File: src/rtl/seq_detect_param_if.sv
// Serial detector bus: qualified data bit, counter clear, match flag and
// debug state, grouped for master (stream source) and slave (detector).
interface seq_detect_param_if #(
    parameter int CNT_W = 8,
    parameter int SW    = 2
);
    logic             en;
    logic             seq_in;
    logic             clr_cnt;
    logic             seq_out;
    logic [CNT_W-1:0] match_cnt;
    logic [SW-1:0]    crnt_state;

    modport master (
        output en, seq_in, clr_cnt,
        input  seq_out, match_cnt, crnt_state
    );

    modport slave (
        input  en, seq_in, clr_cnt,
        output seq_out, match_cnt, crnt_state
    );
endinterface

File: src/rtl/seq_detect_param.sv
// Parametrised serial pattern detector (Moore or Mealy, optional overlap)
// with KMP transitions built at elaboration and a saturating match counter.
module seq_detect_param #(
    parameter int               SEQ_LEN = 3,
    parameter logic [SEQ_LEN-1:0] PATTERN = 3'b101,
    parameter bit               OVERLAP = 1'b1,
    parameter bit               MEALY   = 1'b0,
    parameter int               CNT_W   = 8,
    localparam int              SW      = $clog2(SEQ_LEN + 1)
) (
    input  logic clk,
    input  logic reset,
    seq_detect_param_if.slave bus
);
    localparam int NST    = 2 ** SW;
    localparam int TBW    = 2 * NST * SW;
    localparam int MAX_ST = MEALY ? SEQ_LEN - 1 : SEQ_LEN;

    localparam logic [SW-1:0] MAX_Q  = SW'(MAX_ST);
    localparam logic [SW-1:0] SEQ_Q  = SW'(SEQ_LEN);
    localparam logic [SW-1:0] LAST_Q = SW'(SEQ_LEN - 1);

    // First l pattern bits, first-received bit as MSB.
    function automatic int pfx(int l);
        return int'(PATTERN) >> (SEQ_LEN - l);
    endfunction

    // Longest pattern prefix (<= maxl) ending the n-bit string s.
    function automatic int lps(int s, int n, int maxl);
        int r;
        r = 0;
        for (int l = 1; l <= maxl; l++) begin
            if (l <= n && (s & ((1 << l) - 1)) == pfx(l)) r = l;
        end
        return r;
    endfunction

    function automatic int delta(int k, int b);
        return lps((pfx(k) << 1) | b, k + 1, SEQ_LEN);
    endfunction

    // Next-state table indexed by {state, bit}; unused codes map to 0.
    function automatic logic [TBW-1:0] build_tbl();
        logic [TBW-1:0] t;
        int f;
        int n;
        t = '0;
        f = lps(int'(PATTERN), SEQ_LEN, SEQ_LEN - 1);
        for (int k = 0; k <= SEQ_LEN; k++) begin
            for (int b = 0; b < 2; b++) begin
                if (k < SEQ_LEN) begin
                    n = delta(k, b);
                    if (MEALY && n == SEQ_LEN) n = OVERLAP ? f : 0;
                end else if (MEALY) begin
                    n = 0;
                end else if (OVERLAP) begin
                    n = delta(f, b);
                end else begin
                    n = (b == int'(PATTERN[SEQ_LEN-1])) ? 1 : 0;
                end
                t[(2 * k + b) * SW +: SW] = n[SW-1:0];
            end
        end
        return t;
    endfunction

    localparam logic [TBW-1:0] TBL = build_tbl();

    logic [SW-1:0]    state_q, state_d;
    logic [CNT_W-1:0] cnt_q, cnt_d;
    logic [SW-1:0]    nxt;
    logic [SW:0]      idx;
    logic             hit;

    always_comb begin
        state_d = state_q;
        cnt_d   = cnt_q;
        hit     = 1'b0;
        idx     = {state_q, bus.seq_in};
        nxt     = TBL[int'(idx) * SW +: SW];
        if (state_q > MAX_Q) begin
            state_d = '0;
        end else if (bus.en) begin
            state_d = nxt;
            if (MEALY) hit = (state_q == LAST_Q) && (bus.seq_in == PATTERN[0]);
            else       hit = (nxt == SEQ_Q);
        end
        if (bus.clr_cnt)                 cnt_d = '0;
        else if (hit && cnt_q != '1)     cnt_d = cnt_q + 1'b1;
    end

    always_ff @(posedge clk) begin
        if (!reset) begin
            state_q <= '0;
            cnt_q   <= '0;
        end else begin
            state_q <= state_d;
            cnt_q   <= cnt_d;
        end
    end

    assign bus.seq_out    = MEALY ? hit : (state_q == SEQ_Q);
    assign bus.match_cnt  = cnt_q;
    assign bus.crnt_state = state_q;
endmodule

File: src/flat_wrapper.sv
// flat-port wrapper written by rule: the top's interface ports become plain ports
module seq_detect_param_flat 
#(
    parameter int               SEQ_LEN = 3,
    parameter logic [SEQ_LEN-1:0] PATTERN = 3'b101,
    parameter bit               OVERLAP = 1'b1,
    parameter bit               MEALY   = 1'b0,
    parameter int               CNT_W   = 8,
    localparam int              SW      = $clog2(SEQ_LEN + 1)
)
  (clk, reset, bus_en, bus_seq_in, bus_clr_cnt, bus_seq_out, bus_match_cnt, bus_crnt_state);
  seq_detect_param_if #(.CNT_W(CNT_W), .SW(2)) bus_i ();
  input  logic clk;
  input  logic reset;
  input wire logic [$bits(bus_i.en)-1:0] bus_en;
  input wire logic [$bits(bus_i.seq_in)-1:0] bus_seq_in;
  input wire logic [$bits(bus_i.clr_cnt)-1:0] bus_clr_cnt;
  output wire logic [$bits(bus_i.seq_out)-1:0] bus_seq_out;
  output wire logic [$bits(bus_i.match_cnt)-1:0] bus_match_cnt;
  output wire logic [$bits(bus_i.crnt_state)-1:0] bus_crnt_state;
  assign bus_i.en = bus_en;
  assign bus_i.seq_in = bus_seq_in;
  assign bus_i.clr_cnt = bus_clr_cnt;
  assign bus_seq_out = bus_i.seq_out;
  assign bus_match_cnt = bus_i.match_cnt;
  assign bus_crnt_state = bus_i.crnt_state;
  seq_detect_param #(.SEQ_LEN(SEQ_LEN), .PATTERN(PATTERN), .OVERLAP(OVERLAP), .MEALY(MEALY), .CNT_W(CNT_W)) u_core (.clk(clk), .reset(reset), .bus(bus_i));
endmodule
File: config.mk
export PLATFORM = sky130hd
export DESIGN_NAME = seq_detect_param_flat
export DESIGN_NICKNAME = d
export VERILOG_FILES = /design/src/rtl/seq_detect_param_if.sv /design/src/rtl/seq_detect_param.sv /design/src/flat_wrapper.sv
export SDC_FILE = /design/constraint.sdc
export NUM_CORES = 1
export LEC_CHECK = 0
export BUFFER_PORTS_ARGS = -buffer_cell sky130_fd_sc_hd__buf_2
export CAP_MARGIN = 20
export CORE_MARGIN = 8
export CORE_UTILIZATION = 35
export DETAILED_ROUTE_END_ITERATION = 16
export HOLD_SLACK_MARGIN = 0.1
export PLACE_DENSITY = 0.6
export SKIP_LAST_GASP = 1
export SLEW_MARGIN = 10
export SYNTH_ARGS = -nofsm -noshare
export SYNTH_HDL_FRONTEND = slang
export SYNTH_SLANG_ARGS = --single-unit
File: constraint.sdc
create_clock -name clk -period 2.4 [get_ports clk]
set_input_delay 0.12 -clock clk [delete_from_list [all_inputs] [get_ports clk]]
set_output_delay 0.12 -clock clk [all_outputs]
set_load 0.02 [all_outputs]
==> results of run 1 <==
-- cell type report --
class | count | area, µm²
clock buffers | 3 | 22.5
fillers | 155 | 836
inverters | 5 | 18.8
multi-input cells | 48 | 317
flip-flops and latches | 10 | 200
well taps | 16 | 20.0
repair buffers | 15 | 75.1
-- Yosys cell counts (2+ instances only) --
| master | n |
|---|---|
| or4_1 | 2 |
| a21oi_1 | 5 |
| o31ai_1 | 2 |
| nand2_1 | 6 |
| nand2b_1 | 5 |
| a31oi_1 | 2 |
| ha_1 | 2 |
| nand3_1 | 3 |
| nor2b_1 | 2 |
| o41ai_1 | 2 |
| and2_1 | 2 |
| inv_1 | 5 |
| dfxtp_1 | 10 |
-- sequential cells by signal, summed over array words and instances (netlist names) --
name	cells
u_core.bus.crnt_state	2
u_core.bus.match_cnt	8
-- cell families (layout without fill, tap and decap cells) --
kind of cell	Yosys count	after routing	share of synthesized area [%]
fa+ha+maj	2	2	4.54
compound gates	18	18	21.6
buf+inv	7	23	6.14
simple gates	27	27	29.5
flops	10	10	36.4
mux	1	1	1.82
-- how the worst max path moves through the flow --
stage / startpoint / to / slack, ns / depth (start not counted)
global route: u_core.bus.crnt_state[0] / u_core.bus.match_cnt[5] / 0.41 / 5
finish: u_core.bus.crnt_state[0] / u_core.bus.match_cnt[5] / 0.56 / 5
global placement: u_core.bus.crnt_state[0] / u_core.bus.match_cnt[4] / 0.62 / 5
floorplan: u_core.bus.crnt_state[0] / u_core.bus.match_cnt[5] / 0.55 / 6
CTS: u_core.bus.crnt_state[0] / u_core.bus.match_cnt[3] / 0.57 / 5
detailed placement: u_core.bus.crnt_state[0] / u_core.bus.match_cnt[3] / 0.59 / 5
-- worst max-delay path, cell delays in order, from the launching register on --
cell      delay [ns]
dfxtp_1         0.33
ha_1            0.30
nand2b_1        0.16
a21o_1          0.30
nor4_1          0.46
mux2i_1         0.22
-- power breakdown --
| part | total (µW) | internal, µW | switching [µW] |
|---|---|---|---|
| clock network | 113 | 57.9 | 55.6 |
| registers | 169 | 167 | 1.33 |
| logic | 21.3 | 8.82 | 12.5 |
| total | 303 | 234 | 69.5 |
-- through the flow --
| stage | utilization (%) | area [µm²] |
|---|---|---|
| after detailed placement | 42.4 | 631 |
| final | 43.9 | 653 |
| after floorplan | - | 551 |
| after global routing | 43.9 | 653 |
| after CTS | 43.9 | 653 |
| after global placement | 42.4 | 631 |
-- metal layers --
metal  part of all wire (%)  vias to the layer above  global-route usage (%)  routed length, µm
met2                     42                       15                    12.7                529
met3                    5.6                        2                    2.51                 71
met5                      0                        -                       0                  0
li1                       -                      272                       -                  -
met1                     51                      244                    10.5                642
met4                    1.2                        0                    3.17                 15
==> flow_summary_export.csv, run 1 <==
group,metric,value,unit
run_status,status,"finished clean",
cells_and_area,fin_cells,97,
route,avgRoutedWirePerCell,13.0,µm
route,detail_route.first_pass.iterations,4,
clocking,post-cts-setup-buffers,0,
sta,hold_slack,0.118,ns
worst_hold_path,hold_class,"input port to flop",
worst_hold_path,hp-start,"reset",
sta,maxSlewHeadroom,71.8,%
critical_path,path_class,"flop to flop",
logic_synthesis,ys_types,30,
worst_hold_path,holdPathEnd,"u_core.bus.crnt_state[1]",
route,drtIter0Drc,11,
critical_path,rr_startpoint,"u_core.bus.crnt_state[0]",
job,cap_violations,0,
cells_and_area,drive_above_1_share,24.7,%
power_and_ir_drop,power.static_leakage,0.000273,µW
clocking,clock-root-buffer,"clkbuf_4",
route,ant_nets,0,
sta,finalSetupViolations,0,
sta,clock_skew,0.000900,ns
clocking,cts_tree,"built",
sta,maxSlewViolCount,0,
logic_synthesis,netlist_area,551,µm²
logic_synthesis,synthTopCellsByArea,"dfxtp_1 (36%), nand2b_1 (5.7%), a21oi_1 (4.5%), ha_1 (4.5%), nand2_1 (4.1%)",
clocking,clockBufferDepth,2,
critical_path,startpoint_type,"flop",
route,via_count,533,
logic_synthesis,avgSynthCellArea,8.47,µm²
placed_design,dp_slack,0.593,ns
sta,timing.fmax,544,MHz
logic_synthesis,synth-edff-count,0,
critical_path,reg2reg_to,"u_core.bus.match_cnt[5]",
power_and_ir_drop,p_total,303,µW
cells_and_area,diodes,0,
cells_and_area,final_common_cell,"buf_2",
die,die_x,55.7,µm
sta,finalHoldViolCount,0,
critical_path,crit_required,2.59,ns
logic_synthesis,ys_seq_elements,10,
placed_design,hpwl,963,µm
die,core_area,0.00149,mm²
clocking,cts_buffers,3,
power_and_ir_drop,max-vdd-ir-drop,0.000257,V
sta,grt_setup_unrepaired,"false",
critical_path,cp.arrival,2.03,ns
placed_design,gp_congestion,0.766,
clocking,cts-htree-levels,1,
logic_synthesis,syn_inst,65,
logic_synthesis,synth_nets,72,
worst_hold_path,min_path_cells,2,
critical_path,rrSetupSlack,0.56,ns
clocking,cts.sinks,10,
cells_and_area,final_nets,90,
sta,min_period_over_period,76.6,%
cells_and_area,final_cell_mix,"buf_2 (15), dfxtp_1 (10), nand2_1 (6)",
logic_synthesis,synthFlopType,"dfxtp_1",
die,ios,16,
placed_design,dp.cells,94,
grt,grt_pass1_vias,493,
sta,worst_slack,0.562,ns
logic_synthesis,yosysSeqAreaShare,36.4,%
grt,antenna_found_initial,0,
logic_synthesis,yosysTopAreaCellShare,36.4,%
logic_synthesis,async_flop_share,0,%
grt,overflow,0,
placed_design,io_buffers,15,
grt,grt_usage,8.29,%
grt,grt_pass1_wl,2210,µm
critical_path,reg2reg_depth,5,
clocking,cts.repair.resized,0,
die,start_util,37.0,%
clocking,worstSkewPairLatency,0.26,ns
route,via_per_inst,5.49,
sta,tightest_slew,0.420,ns
die,placementRows,14,
cells_and_area,syn_to_final_growth,18.6,%
logic_synthesis,synth_warnings,0,
critical_path,crit_path_end_kind,"flop",
sta,timing.setup.tns,0,ns
clocking,cts.clk_slew.worst_paths,0.06,ns
clocking,hold_buffers,0,
die,fp.dieH,55.7,µm
logic_synthesis,synth_area_leader_cell,"dfxtp_1",
critical_path,cp_max_fo,12,
grt,grt_max_degree,13,
die,die-area,0.00310,mm²
route,drc,0,
sta,fin_crit,1.84,ns
route,wl,1260,µm
power_and_ir_drop,p_per_area,465,mW/mm²
No activity file was read; power rests on OpenSTA's default activity.
==> inputs of run 2 (changes only) <==
==> constraint.sdc (replaced) <==
create_clock -name clk -period 1.85 [get_ports clk]
set_input_delay 0.0925 -clock clk [delete_from_list [all_inputs] [get_ports clk]]
set_output_delay 0.0925 -clock clk [all_outputs]
set_load 0.02 [all_outputs]
==> run 2 against run 1 <==
Sequential power is 30% higher. First-iteration DRC count fell by 18%. Sequential share of layout area fell by 1.6 points. Critical path depth is the same. Fmax up 4.7%. Cell count increased by 3.1%. Combinational power is 45% higher. Global-route usage increased by 0.47 points. Via count is 1.7% higher. Clock skew barely moved. Final area grew 6.1%. Highest routed layer unchanged.
==> flow_summary_export.csv, run 2 (synthesis gave the netlist of run 1 again) <==
group,metric,value,unit
run_status,status,"finished clean",
route,via_count,542,
power_and_ir_drop,power_frac_clock,44.6,%
clocking,worstSkewPairLatency,0.27,ns
critical_path,worstSetupEndpoint,"u_core.bus.match_cnt[4]",
die,ios,16,
clocking,clock-root-buffer,"clkbuf_4",
route,ant_nets,0,
power_and_ir_drop,p_per_area,650,mW/mm²
sta,fin_crit,1.76,ns
critical_path,rrSetupSlack,0.09,ns
critical_path,reg2reg_to,"u_core.bus.match_cnt[4]",
route,drc,0,
clocking,cts.clk_slew.worst_paths,0.07,ns
sta,clock_skew,0.000753,ns
power_and_ir_drop,power.static_leakage,0.000291,µW
clocking,clockBufferDepth,2,
sta,maxSlewViolCount,0,
route,drtIter0Drc,9,
die,fp.dieH,55.7,µm
power_and_ir_drop,p_comb_share,6.8,%
critical_path,slowest_stage,"or4_1",
cells_and_area,syn_to_final_growth,25.9,%
die,die-area,0.00310,mm²
placed_design,io_buffers,15,
route,via_per_inst,5.42,
route,detail_route.first_pass.iterations,4,
critical_path,startpoint,"u_core.bus.crnt_state[0]",
critical_path,cp_max_fo,8,
power_and_ir_drop,max-vdd-ir-drop,0.000368,V
sta,tightest_slew,0.323,ns
critical_path,cp.arrival,1.96,ns
cells_and_area,diodes,0,
die,die_x,55.7,µm
sta,finalSetupViolations,0,
grt,antenna_found_initial,0,
critical_path,startpoint_type,"flop",
power_and_ir_drop,netSwitchingFraction,22.2,%
placed_design,gp_congestion,0.741,
critical_path,cp_cell_sequence,"ha_1 -> nand2b_1 -> a21o_4 -> or4_1 -> a21oi_1",
grt,overflow,0,
clocking,cts_tree,"built",
power_and_ir_drop,internal-power,351,µW
sta,finalHoldViolCount,0,
critical_path,rr_startpoint,"u_core.bus.crnt_state[0]",
placed_design,hpwl,946,µm
route,wl,1280,µm
die,start_util,37.0,%
critical_path,slowest_delay,0.50,ns
cells_and_area,final_nets,92,
sta,timing.setup.tns,0,ns
grt,grt_usage,8.77,%
cells_and_area,drive_above_1_share,28.6,%
sta,min_period_over_period,94.9,%
die,placementRows,14,
power_and_ir_drop,switchingPower,100,µW
cells_and_area,largest_reg_flops,8,
clocking,post-cts-setup-buffers,0,
critical_path,path_class,"flop to flop",
sta,worst_slack,0.0947,ns
clocking,cts-htree-levels,1,
critical_path,crit_required,2.06,ns
sta,maxSlewHeadroom,78.4,%
job,cap_violations,0,
clocking,cts_buffers,3,
cells_and_area,final_common_cell,"buf_2",
cells_and_area,final_cell_mix,"buf_2 (15), dfxtp_1 (9), nand2_1 (6)",
grt,grt_max_degree,10,
critical_path,crit_path_end_kind,"flop",
sta,grt_setup_unrepaired,"false",
critical_path,reg2reg_depth,5,
sta,timing.fmax,570,MHz
worst_hold_path,hold_class,"input port to flop",
clocking,cts.sinks,10,
route,avgRoutedWirePerCell,12.8,µm
grt,grt_pass1_vias,514,
placed_design,dp_slack,0.0884,ns
power_and_ir_drop,seqPwrFrac,48.6,%
die,core_area,0.00149,mm²
grt,grt_pass1_wl,2230,µm
## run 2: cell count changes in the layout (fill, tap and decap cells not counted), sizes merged
cell,change
dlygate4sd3,+1
clkbuf,+1
buf,+1
## run 2: what timing repair did
item	4_1_cts	5_1_grt
endpoints found under the setup margin	0	3
gates resized for setup	0	1
endpoints found under the hold margin	2	0
hold buffers	1	0
## run 2: worst min-delay path by stage
stage           startpoint                        to  cells after the start
2_1_floorplan        reset  u_core.bus.crnt_state[1]                      1
3_3_place_gp         reset  u_core.bus.crnt_state[1]                      2
3_5_place_dp         reset  u_core.bus.crnt_state[1]                      2
4_1_cts             bus_en  u_core.bus.crnt_state[1]                      3
5_1_grt             bus_en  u_core.bus.crnt_state[1]                      3
6_report       bus_clr_cnt   u_core.bus.match_cnt[6]                      4
## run 2: routing by layer
layer | wire length (µm) | vias to the layer above | track usage, %
li1 | - | 278 | -
met1 | 613 | 244 | 9.40
met2 | 538 | 16 | 12.7
met3 | 103 | 4 | 4.79
met4 | 29 | 0 | 6.34
met5 | 0 | - | 0
## run 2: cell type report
class | count | area [µm²]
Inverter | 5 | 18.8
Fill cell | 159 | 796
Timing Repair Buffer | 17 | 92.6
Sequential cell | 10 | 201
Multi-Input combinational cell | 48 | 324
Tap cell | 16 | 20.0
Clock buffer | 4 | 36.3
## run 2: stage by stage
stage          std cells  total power [µW]  utilization (%)  hold slack [ns]  area, µm²
3_3_place_gp          95               252             42.9            0.355        639
5_1_grt              100               477             46.6            0.162        693
3_5_place_dp          95               252             42.9            0.371        639
6_report             100               451             46.6            0.140        693
4_1_cts              100               456             46.1            0.134        686
2_1_floorplan         65               241                -            0.221        552
## run 2: power by group through the flow
| stage | Sequential (µW) | Clock [µW] | Combinational (µW) |
|---|---|---|---|
| 2_1_floorplan | 226 | 0 | 14.4 |
| 3_3_place_gp | 224 | 0 | 28.1 |
| 3_5_place_dp | 224 | 0 | 28.3 |
| 4_1_cts | 219 | 207 | 30.1 |
| 5_1_grt | 219 | 223 | 34.8 |
| 6_report | 219 | 201 | 30.8 |
## run 2: critical path, delay by kind of cell, from the launching register on
| family | cells | cell delay [ns] |
|---|---|---|
| simple gates | 2 | 0.67 |
| compound gates | 2 | 0.38 |
| flops | 1 | 0.33 |
| fa+ha+maj | 1 | 0.30 |
